$ cat src/rtl/uart_echo_fifo.sv
// UART echo bridge: oversampling receiver -> FIFO -> transmitter.
// Each good character is queued and sent back on o_tx. Bad frames, bad
// parity and characters that find the FIFO full are reported by one-cycle pulses.
module uart_echo_fifo #(
    parameter int CLOCK      = 125000000,
    parameter int BAUDRATE   = 115200,
    parameter int OSR        = 16,
    parameter int DATA_BITS  = 8,
    parameter int PARITY     = 0,
    parameter int STOP_BITS  = 1,
    parameter int FIFO_DEPTH = 16,
    parameter int INVERT_RX  = 1,
    parameter int INVERT_TX  = 1
) (
    input  logic                            i_clk,
    input  logic                            i_rst,
    input  logic                            i_rx,
    output logic                            o_tx,
    input  logic                            i_en,
    output logic [$clog2(FIFO_DEPTH+1)-1:0] o_count,
    output logic                            o_overrun,
    output logic                            o_parity_err,
    output logic                            o_frame_err
);

    localparam int DIV_RAW  = CLOCK / (OSR * BAUDRATE);
    localparam int DIVIDER  = (DIV_RAW < 1) ? 1 : DIV_RAW;
    localparam int DIV_W    = (DIVIDER > 1) ? $clog2(DIVIDER) : 1;
    localparam int CNT_W    = $clog2(FIFO_DEPTH + 1);
    localparam int PTR_W    = $clog2(FIFO_DEPTH);
    localparam int RXC_W    = $clog2(OSR + 1);
    localparam int STOP_LEN = STOP_BITS * OSR;
    localparam int TXC_W    = $clog2(STOP_LEN);
    localparam int BIT_W    = $clog2(DATA_BITS);

    localparam logic RX_INV      = (INVERT_RX != 0);
    localparam logic TX_INV      = (INVERT_TX != 0);
    localparam logic RX_IDLE_RAW = ~RX_INV;

    typedef enum logic [2:0] {
        ST_IDLE,
        ST_START,
        ST_DATA,
        ST_PARITY,
        ST_STOP
    } state_t;

    // ---------------- tick generator ----------------
    logic [DIV_W-1:0] div_cnt;
    logic             tick;

    assign tick = (div_cnt == DIV_W'(DIVIDER - 1));

    // Free-running divider producing one tick every DIVIDER clocks.
    always_ff @(posedge i_clk or negedge i_rst) begin
        if (!i_rst)    div_cnt <= '0;
        else if (tick) div_cnt <= '0;
        else           div_cnt <= div_cnt + DIV_W'(1);
    end

    // ---------------- receiver ----------------
    logic [1:0]           rx_sync;
    logic                 rxs;
    state_t               rx_state;
    logic [RXC_W-1:0]     rx_cnt;
    logic [BIT_W-1:0]     rx_bit;
    logic [DATA_BITS-1:0] rx_shift;
    logic                 rx_par;
    logic                 par_bad;
    logic                 push_req;

    // Two-flop synchroniser, preset to the idle line level so reset looks idle.
    always_ff @(posedge i_clk or negedge i_rst) begin
        if (!i_rst) rx_sync <= {2{RX_IDLE_RAW}};
        else        rx_sync <= {rx_sync[0], i_rx};
    end

    assign rxs = rx_sync[1] ^ RX_INV;

    // Parity check against the assembled character; never fails without parity.
    always_comb begin
        par_bad = 1'b0;
        if (PARITY == 1)      par_bad = ~(^rx_shift ^ rx_par);
        else if (PARITY == 2) par_bad = ^rx_shift ^ rx_par;
    end

    // Receive FSM: mid-bit sampling, verdict registered one cycle after the stop sample.
    always_ff @(posedge i_clk or negedge i_rst) begin
        if (!i_rst) begin
            rx_state     <= ST_IDLE;
            rx_cnt       <= '0;
            rx_bit       <= '0;
            rx_shift     <= '0;
            rx_par       <= 1'b0;
            push_req     <= 1'b0;
            o_parity_err <= 1'b0;
            o_frame_err  <= 1'b0;
        end else begin
            push_req     <= 1'b0;
            o_parity_err <= 1'b0;
            o_frame_err  <= 1'b0;
            if (tick) begin
                case (rx_state)
                    ST_IDLE: begin
                        if (!rxs) begin
                            rx_state <= ST_START;
                            rx_cnt   <= RXC_W'(1);
                        end
                    end
                    ST_START: begin
                        if (rx_cnt == RXC_W'(OSR / 2)) begin
                            rx_cnt <= RXC_W'(1);
                            rx_bit <= '0;
                            if (rxs) rx_state <= ST_IDLE;
                            else     rx_state <= ST_DATA;
                        end else begin
                            rx_cnt <= rx_cnt + RXC_W'(1);
                        end
                    end
                    ST_DATA: begin
                        if (rx_cnt == RXC_W'(OSR)) begin
                            rx_cnt   <= RXC_W'(1);
                            rx_shift <= {rxs, rx_shift[DATA_BITS-1:1]};
                            if (rx_bit == BIT_W'(DATA_BITS - 1)) begin
                                if (PARITY != 0) rx_state <= ST_PARITY;
                                else             rx_state <= ST_STOP;
                            end else begin
                                rx_bit <= rx_bit + BIT_W'(1);
                            end
                        end else begin
                            rx_cnt <= rx_cnt + RXC_W'(1);
                        end
                    end
                    ST_PARITY: begin
                        if (rx_cnt == RXC_W'(OSR)) begin
                            rx_cnt   <= RXC_W'(1);
                            rx_par   <= rxs;
                            rx_state <= ST_STOP;
                        end else begin
                            rx_cnt <= rx_cnt + RXC_W'(1);
                        end
                    end
                    ST_STOP: begin
                        if (rx_cnt == RXC_W'(OSR)) begin
                            rx_cnt   <= RXC_W'(1);
                            rx_state <= ST_IDLE;
                            if (!rxs)        o_frame_err  <= 1'b1;
                            else if (par_bad) o_parity_err <= 1'b1;
                            else              push_req     <= 1'b1;
                        end else begin
                            rx_cnt <= rx_cnt + RXC_W'(1);
                        end
                    end
                    default: rx_state <= ST_IDLE;
                endcase
            end
        end
    end

    // ---------------- FIFO ----------------
    logic [DATA_BITS-1:0] mem [FIFO_DEPTH];
    logic [PTR_W-1:0]     wr_ptr;
    logic [PTR_W-1:0]     rd_ptr;
    logic                 full;
    logic                 push;
    logic                 pop;
    logic [DATA_BITS-1:0] head;
    logic                 head_par;

    // Full is judged on the current occupancy, so a same-cycle pop does not rescue a push.
    assign full      = (o_count == CNT_W'(FIFO_DEPTH));
    assign push      = push_req & ~full;
    assign o_overrun = push_req & full;
    assign head      = mem[rd_ptr];
    assign head_par  = (PARITY == 1) ? ~(^head) : (^head);

    // Storage array; contents are meaningless once occupancy is cleared.
    always_ff @(posedge i_clk) begin
        if (push) mem[wr_ptr] <= rx_shift;
    end

    // Pointers wrap naturally because the depth is a power of two.
    always_ff @(posedge i_clk or negedge i_rst) begin
        if (!i_rst) begin
            wr_ptr  <= '0;
            rd_ptr  <= '0;
            o_count <= '0;
        end else begin
            if (push) wr_ptr <= wr_ptr + PTR_W'(1);
            if (pop)  rd_ptr <= rd_ptr + PTR_W'(1);
            case ({push, pop})
                2'b10:   o_count <= o_count + CNT_W'(1);
                2'b01:   o_count <= o_count - CNT_W'(1);
                default: o_count <= o_count;
            endcase
        end
    end

    // ---------------- transmitter ----------------
    state_t               tx_state;
    logic [TXC_W-1:0]     tx_cnt;
    logic [BIT_W-1:0]     tx_bit;
    logic [DATA_BITS-1:0] tx_shift;
    logic                 tx_par;

    // A new frame starts from idle or on the final stop tick, so queued frames run back-to-back.
    assign pop = tick & i_en & (o_count != '0) &
                 ((tx_state == ST_IDLE) ||
                  ((tx_state == ST_STOP) && (tx_cnt == TXC_W'(STOP_LEN - 1))));

    // Transmit FSM with registered line output.
    always_ff @(posedge i_clk or negedge i_rst) begin
        if (!i_rst) begin
            tx_state <= ST_IDLE;
            tx_cnt   <= '0;
            tx_bit   <= '0;
            tx_shift <= '0;
            tx_par   <= 1'b0;
            o_tx     <= 1'b1 ^ TX_INV;
        end else if (tick) begin
            if (pop) begin
                tx_shift <= head;
                tx_par   <= head_par;
                tx_cnt   <= '0;
                tx_bit   <= '0;
                tx_state <= ST_START;
                o_tx     <= 1'b0 ^ TX_INV;
            end else begin
                case (tx_state)
                    ST_IDLE: o_tx <= 1'b1 ^ TX_INV;
                    ST_START: begin
                        if (tx_cnt == TXC_W'(OSR - 1)) begin
                            tx_cnt   <= '0;
                            tx_state <= ST_DATA;
                            o_tx     <= tx_shift[0] ^ TX_INV;
                        end else begin
                            tx_cnt <= tx_cnt + TXC_W'(1);
                        end
                    end
                    ST_DATA: begin
                        if (tx_cnt == TXC_W'(OSR - 1)) begin
                            tx_cnt <= '0;
                            if (tx_bit == BIT_W'(DATA_BITS - 1)) begin
                                if (PARITY != 0) begin
                                    tx_state <= ST_PARITY;
                                    o_tx     <= tx_par ^ TX_INV;
                                end else begin
                                    tx_state <= ST_STOP;
                                    o_tx     <= 1'b1 ^ TX_INV;
                                end
                            end else begin
                                tx_bit   <= tx_bit + BIT_W'(1);
                                tx_shift <= tx_shift >> 1;
                                o_tx     <= tx_shift[1] ^ TX_INV;
                            end
                        end else begin
                            tx_cnt <= tx_cnt + TXC_W'(1);
                        end
                    end
                    ST_PARITY: begin
                        if (tx_cnt == TXC_W'(OSR - 1)) begin
                            tx_cnt   <= '0;
                            tx_state <= ST_STOP;
                            o_tx     <= 1'b1 ^ TX_INV;
                        end else begin
                            tx_cnt <= tx_cnt + TXC_W'(1);
                        end
                    end
                    ST_STOP: begin
                        if (tx_cnt == TXC_W'(STOP_LEN - 1)) begin
                            tx_cnt   <= '0;
                            tx_state <= ST_IDLE;
                        end else begin
                            tx_cnt <= tx_cnt + TXC_W'(1);
                        end
                    end
                    default: tx_state <= ST_IDLE;
                endcase
            end
        end
    end

endmodule

$ cat config.mk
export PLATFORM = sky130hd
export DESIGN_NAME = uart_echo_fifo
export DESIGN_NICKNAME = d
export VERILOG_FILES = /design/src/rtl/uart_echo_fifo.sv
export SDC_FILE = /design/constraint.sdc
export NUM_CORES = 1
export LEC_CHECK = 0
export CORE_UTILIZATION = 55
export CTS_CLUSTER_DIAMETER = 80
export CTS_CLUSTER_SIZE = 12
export DETAILED_ROUTE_END_ITERATION = 6
export HOLD_SLACK_MARGIN = 0.08
export PLACE_DENSITY_LB_ADDON = 0.08
export SETUP_SLACK_MARGIN = 0.02
export SKIP_CTS_REPAIR_TIMING = 1
export SKIP_LAST_GASP = 1
export SLEW_MARGIN = 20
export SYNTH_ARGS = -nofsm -noshare
export SYNTH_HDL_FRONTEND = slang
export SYNTH_SLANG_ARGS = --single-unit
$ cat constraint.sdc
create_clock -name i_clk -period 4.2 [get_ports i_clk]
set_input_delay 0.84 -clock i_clk [delete_from_list [all_inputs] [get_ports i_clk]]
set_output_delay 0.84 -clock i_clk [all_outputs]
set_load 0.02 [all_outputs]
==> out/results.tsv, run 1 <==
stage	metric	value	unit
status	outcome	finished, final reports clean	
place	gp_congestion	0.8339	
layout	final_common_cell	edfxtp_1	
synth	synth_top_area_share	47.44	%
timing	hold_ws	348.2	ps
die	die_h	123.4	um
synth	synth_area	8102	um^2
worst_hold_path	hold_path.class	reg -> reg	
global_route	grt_pass1_vias	4211	
timing	timing.fmax	293.0	MHz
global_route	met1_usage	29.35	%
layout	antenna_cells	0	
route	drtPass1Iterations	7	
worst_setup_path	start_kind	flip-flop	
synth	yosysWarnings	0	
place	numPortBuffers	11	
power	power_density	397.8	nW/um^2
die	die_x	123.4	um
layout	most-common-layout-cells	128 x edfxtp_1, 61 x dfrtp_1, 32 x mux4_2	
synth	syn_nets	538	
synth	seq_area_frac_synth	66.59	%
synth	ys_ff_latch	190	
timing	worst_pin_slew	916.2	ps
timing	period_needed	3413	ps
worst_setup_path	r2r_slack	790	ps
die	initial_core_util	57.26	%
layout	multi_input_area	2444	um^2
power	power_leakage	2.846	nW
route	totalWireLength	15080	um
worst_setup_path	crit_fanout	14	
worst_setup_path	timing.rr.end	o_count[4]$_DFFE_PN0P_	
flow_run	drv_cap	0	
clocking	clk_pin_slew	70	ps
synth	synthTopCellsByArea	edfxtp_1 47%, dfrtp_1 19%, mux4_2 8.9%, ha_1 2.6%, mux2_2 1.7%	
die	io_pins	13	
worst_setup_path	r2r-start	div_cnt[0]$_DFF_PN0_	
worst_setup_path	reg2regPathDepth	14	
die	row_count	43	
timing	rsz0062_at_grt	false	
synth	synth_top_area_cell	edfxtp_1	
global_route	grtUsageTotal	21.81	%
place	hpwl	9536	um
clocking	cts.htree.levels	4	
global_route	grtUsageMet3	4.290	%
timing	relSlewSlack	38.92	%
global_route	grt_pass1_wl	23540	um
power	ir_drop	0.2926	mV
route	ant_nets	0	
synth	synth_flop_cell	edfxtp_1	
worst_setup_path	cp.arrival	3770	ps
layout	fillCellCount	1006	
synth	synth_edf_count	128	
global_route	grt_start_max_net_pins	35	
clocking	clock_path_buffers	2	
route	initialDrtViolationCount	414	
worst_setup_path	cp-end-kind	flip-flop	
synth	yosysUniqueCellTypes	59	
timing	fin_skew	9.371	ps
timing	slew_violations	0	
worst_setup_path	crit_type	reg -> reg	
route	drc	0	
route	viasPerCell	6.031	
global_route	antenna_found_initial	0	
synth	synth-async-reset-ratio	32.63	%
die	coreArea	14150	um^2
layout	layout-drive-gt1-share	18.70	%
synth	syn-instance-count	517	
timing	final-setup-viol-count	0	
global_route	overflow	0	
timing	tns	0	ps
timing	hold_viol	0	
layout	design.final.nets	548	
global_route	grtUsageMet2	35.27	%
route	route.vias.total	4342	
die	fp.dieArea	15220	um^2
global_route	top_usage_layer	met2	
clocking	cts_sinks	190	
clocking	root_buffer	clkbuf_16	
timing	fin_crit_sh	81.27	%
worst_setup_path	crit_end	o_count[4]$_DFFE_PN0P_	
synth	avgSynthCellArea	15.67	um^2
route	wire_per_inst	20.95	um
layout	area_growth	9.514	%
worst_setup_path	cp.required	4550	ps
layout	regArea	5396	um^2
clocking	cts_made_buffers	17	
worst_setup_path	crit_start	div_cnt[0]$_DFF_PN0_	
clocking	cts_tree	yes	
clocking	clkLatencyLatePin	430	ps
[state kept, by name, summed over array words and instances (netlist names), 5 cells and up]
name      cells
div_cnt       7
mem         128
o_count       5
rx_cnt        5
rx_shift      8
tx_shift      8
[per-stage QoR]
| step | setup slack, ps | cells | area [um^2] | total power [mW] | utilization, % |
|---|---|---|---|---|---|
| detailed placement | 647.8 | 688 | 8308 | 2.039 | 58.71 |
| global placement | 748.5 | 688 | 8308 | 2.038 | 58.71 |
| global route | 498.4 | 720 | 8872 | 3.633 | 62.70 |
| floorplan | 1145 | 517 | 8102 | 2.023 | - |
| finish | 786.5 | 720 | 8872 | 3.530 | 62.70 |
| CTS | 792.6 | 720 | 8872 | 3.554 | 62.70 |
[layout make-up]
cell class	instances	share of cell area, %
Inverter	22	0.9590
Clock inverter	9	0.8461
Sequential cell	190	60.82
Multi-Input combinational cell	278	27.54
Clock buffer	23	5.514
Tap cell	180	2.538
Timing Repair Buffer	18	1.777
[cells in the mapped netlist, types with 11 or more instances]
cell and number:
o21ai_0 21, a21oi_1 11, ha_1 17, nand2_1 21, nor2_1 25, mux4_2 32
inv_1 21, mux2_2 12, a22oi_1 14, dfrtp_1 62, edfxtp_1 128, nor3_1 11
nand3_1 18
[worst min-delay path by stage]
stage,end,slack (ps),startpoint,cells after the start
after floorplan,rx_sync[1]$_DFF_PN0_,330,rx_sync[0]$_DFF_PN0_,0
after global placement,rx_sync[1]$_DFF_PN0_,350,rx_sync[0]$_DFF_PN0_,0
after detailed placement,rx_sync[1]$_DFF_PN0_,350,rx_sync[0]$_DFF_PN0_,0
after CTS,rx_sync[1]$_DFF_PN0_,350,rx_sync[0]$_DFF_PN0_,0
after global routing,rx_sync[1]$_DFF_PN0_,370,rx_sync[0]$_DFF_PN0_,0
final,rx_sync[1]$_DFF_PN0_,350,rx_sync[0]$_DFF_PN0_,0
[cell families (layout without fill, tap and decap cells)]
kind of cell / Yosys count / after routing / share of synthesized area (%)
simple gates: 119 / 119 / 7.846
compound gates: 77 / 77 / 6.796
fa+ha+maj: 17 / 17 / 2.625
mux: 46 / 46 / 10.81
buf+inv: 49 / 72 / 3.243
flops: 190 / 190 / 66.59
xor+xnor: 18 / 18 / 2.039
other cells: 1 / 1 / 0.04629
[power breakdown]
group | internal, mW | switching [mW]
combinational | 0.00312 | 0.0142
sequential | 1.98 | 0.000619
clock | 0.835 | 0.696
[routing by layer]
metal,part of all wire (%),vias to the layer above
met3,3.4,29
met1,44,2225
li1,-,1994
met4,2.0,0
met2,50,94
met5,0,-
[critical path, cell delays in order (launching register included)]
cell,delay [ps]
dfrtp_1,400
inv_1,70
ha_1,140
nand4bb_1,140
or3_1,550
a211o_1,450
inv_4,190
ha_1,350
xor2_1,190
ha_1,180
inv_1,60
nor3b_1,180
o21ai_0,100
a21oi_1,180
xor2_1,150
No activity file was read; power rests on OpenSTA's default activity.
==> run 2: changes to the inputs <==
==> constraint.sdc (replaced) <==
create_clock -name i_clk -period 2.9 [get_ports i_clk]
set_input_delay 0.58 -clock i_clk [delete_from_list [all_inputs] [get_ports i_clk]]
set_output_delay 0.58 -clock i_clk [all_outputs]
set_load 0.02 [all_outputs]
==> out/results.tsv, run 2 (same netlist as run 1, synthesis figures left out) <==
stage	metric	value	unit
die	die_h	123.4	um
power	power_leakage	2.985	nW
clocking	cts.htree.levels	4	
clocking	cts_sinks	190	
global_route	grtUsageTotal	22.38	%
global_route	antenna_found_initial	0	
worst_setup_path	reg2regPathDepth	14	
clocking	clock_path_buffers	2	
route	route.vias.total	4402	
die	row_count	43	
global_route	grt_pass1_vias	4382	
die	fp.dieArea	15220	um^2
worst_setup_path	r2r-start	div_cnt[0]$_DFF_PN0_	
place	dp_cells	711	
layout	largest_register	mem	
timing	final-setup-viol-count	0	
layout	area_growth	12.32	%
layout	layout-drive-gt1-share	23.05	%
layout	antenna_cells	0	
timing	worst_pin_slew	679.2	ps
worst_setup_path	r2r_slack	180	ps
worst_setup_path	critPathMaxStageDelay	410	ps
worst_hold_path	hold_path.class	in -> async	
timing	fin_crit_sh	93.76	%
flow_run	drv_cap	0	
layout	fillCellCount	991	
worst_setup_path	path_common_cell	ha_1	
timing	timing.fmax	367.8	MHz
layout	most-common-layout-cells	128 x edfxtp_1, 60 x dfrtp_1, 32 x mux4_2	
worst_setup_path	crit_type	reg -> reg	
power	power_density	570.4	nW/um^2
route	drtPass1Iterations	5	
layout	largest_reg_flops	128	
clocking	clk_pin_slew	70	ps
layout	final_area	9100	um^2
route	drc	0	
worst_setup_path	crit_chain	inv_1, ha_1, nand4bb_1, or3_4, a211o_1, inv_4, ha_1, xor2_1, ha_1, inv_1, nor3b_2, o21ai_0, a21oi_1, xor2_1	
route	ant_nets	0	
route	totalWireLength	15150	um
layout	final_common_cell	edfxtp_1	
worst_setup_path	cp-end-kind	flip-flop	
worst_setup_path	start_kind	flip-flop	
global_route	overflow	0	
worst_setup_path	cp_slowest_cell	dfrtp_1	
route	initialDrtViolationCount	426	
global_route	grt_pass1_wl	24040	um
layout	utilization	64.31	%
timing	fin_skew	7.770	ps
worst_setup_path	crit_fanout	4	
layout	stdcell_count	744	
place	placed_cell_area	8494	um^2
route	viasPerCell	5.917	
power	ir_drop	0.4443	mV
place	hpwl	9780	um
timing	relSlewSlack	54.72	%
timing	rsz0062_at_grt	false	
clocking	root_buffer	clkbuf_16	
status	outcome	finished, final reports clean	
timing	slew_violations	0	
worst_setup_path	cp.arrival	3070	ps
layout	design.final.nets	572	
clocking	cts_tree	yes	
worst_setup_path	crit_start	div_cnt[0]$_DFF_PN0_	
place	numPortBuffers	11	
layout	biggestRegsByFlops	mem: 128 flops, rx_shift: 8 flops, tx_shift: 8 flops	
timing	period_needed	2719	ps
clocking	clkLatencyLatePin	430	ps
global_route	grt_start_max_net_pins	63	
die	die_x	123.4	um
timing	hold_viol	0	
worst_setup_path	crit_buf_inv	3	
route	wire_per_inst	20.36	um
place	gp_congestion	0.7776	
clocking	cts_made_buffers	17	
die	initial_core_util	57.26	%
worst_setup_path	timing.rr.end	o_count[4]$_DFFE_PN0P_	
worst_setup_path	cp.required	3250	ps
die	coreArea	14150	um^2
die	io_pins	13	
worst_setup_path	critical-path-top-delay-family	simple AND/OR/NAND/NOR gates	
[run 2: cell count changes in the layout (fill, tap and decap cells not counted), sizes merged]
| cell | previous run | this run |
|---|---|---|
| buf | 8 | 32 |
| clkbuf | 23 | 18 |
| inv | 26 | 29 |
| bufinv | 0 | 1 |
| clkinvlp | 1 | 2 |
[run 2: final cells by class]
cell class	count	area, um^2	share of cell area [%]
timing repair buffer	42	350.3	3.850
inverter	22	85.08	0.9350
clock inverter	14	148.9	1.636
clock buffer	18	439.2	4.826
multi-input combinational	278	2454	26.96
tap	180	225.2	2.475
sequential	190	5398	59.32
[run 2: stage by stage]
stage	total power [mW]	worst slack [ps]	TNS [ps]	hold slack, ps
floorplan	2.930	-43.46	-44.86	284.4
global placement	2.954	150.6	0	343.5
detailed placement	2.955	49.90	0	347.7
CTS	5.235	112.5	0	160.8
global route	5.342	45.13	0	165.3
finish	5.191	181.0	0	149.5
[run 2: routing by layer]
metal | part of all wire [%] | GRT usage, %
met5 | 0 | 0
met4 | 1.4 | 7.229
met3 | 3.8 | 5.673
met2 | 52 | 37.92
met1 | 43 | 28.26
[run 2: worst max-delay path by stage]
stage / endpoint / slack (ps) / cells after the start
final: o_count[4]$_DFFE_PN0P_ / 180 / 14
after global routing: o_count[4]$_DFFE_PN0P_ / 50 / 14
after CTS: o_count[4]$_DFFE_PN0P_ / 110 / 14
after detailed placement: o_count[4]$_DFFE_PN0P_ / 50 / 12
after global placement: o_count[4]$_DFFE_PN0P_ / 150 / 12
after floorplan: o_count[4]$_DFFE_PN0P_ / -40 / 18
[run 2: power by group]
| part | total, mW | internal, mW | switching [mW] |
|---|---|---|---|
| clock | 2.30 | 1.24 | 1.06 |
| sequential | 2.87 | 2.87 | 0.000878 |
| combinational | 0.0276 | 0.00649 | 0.0211 |
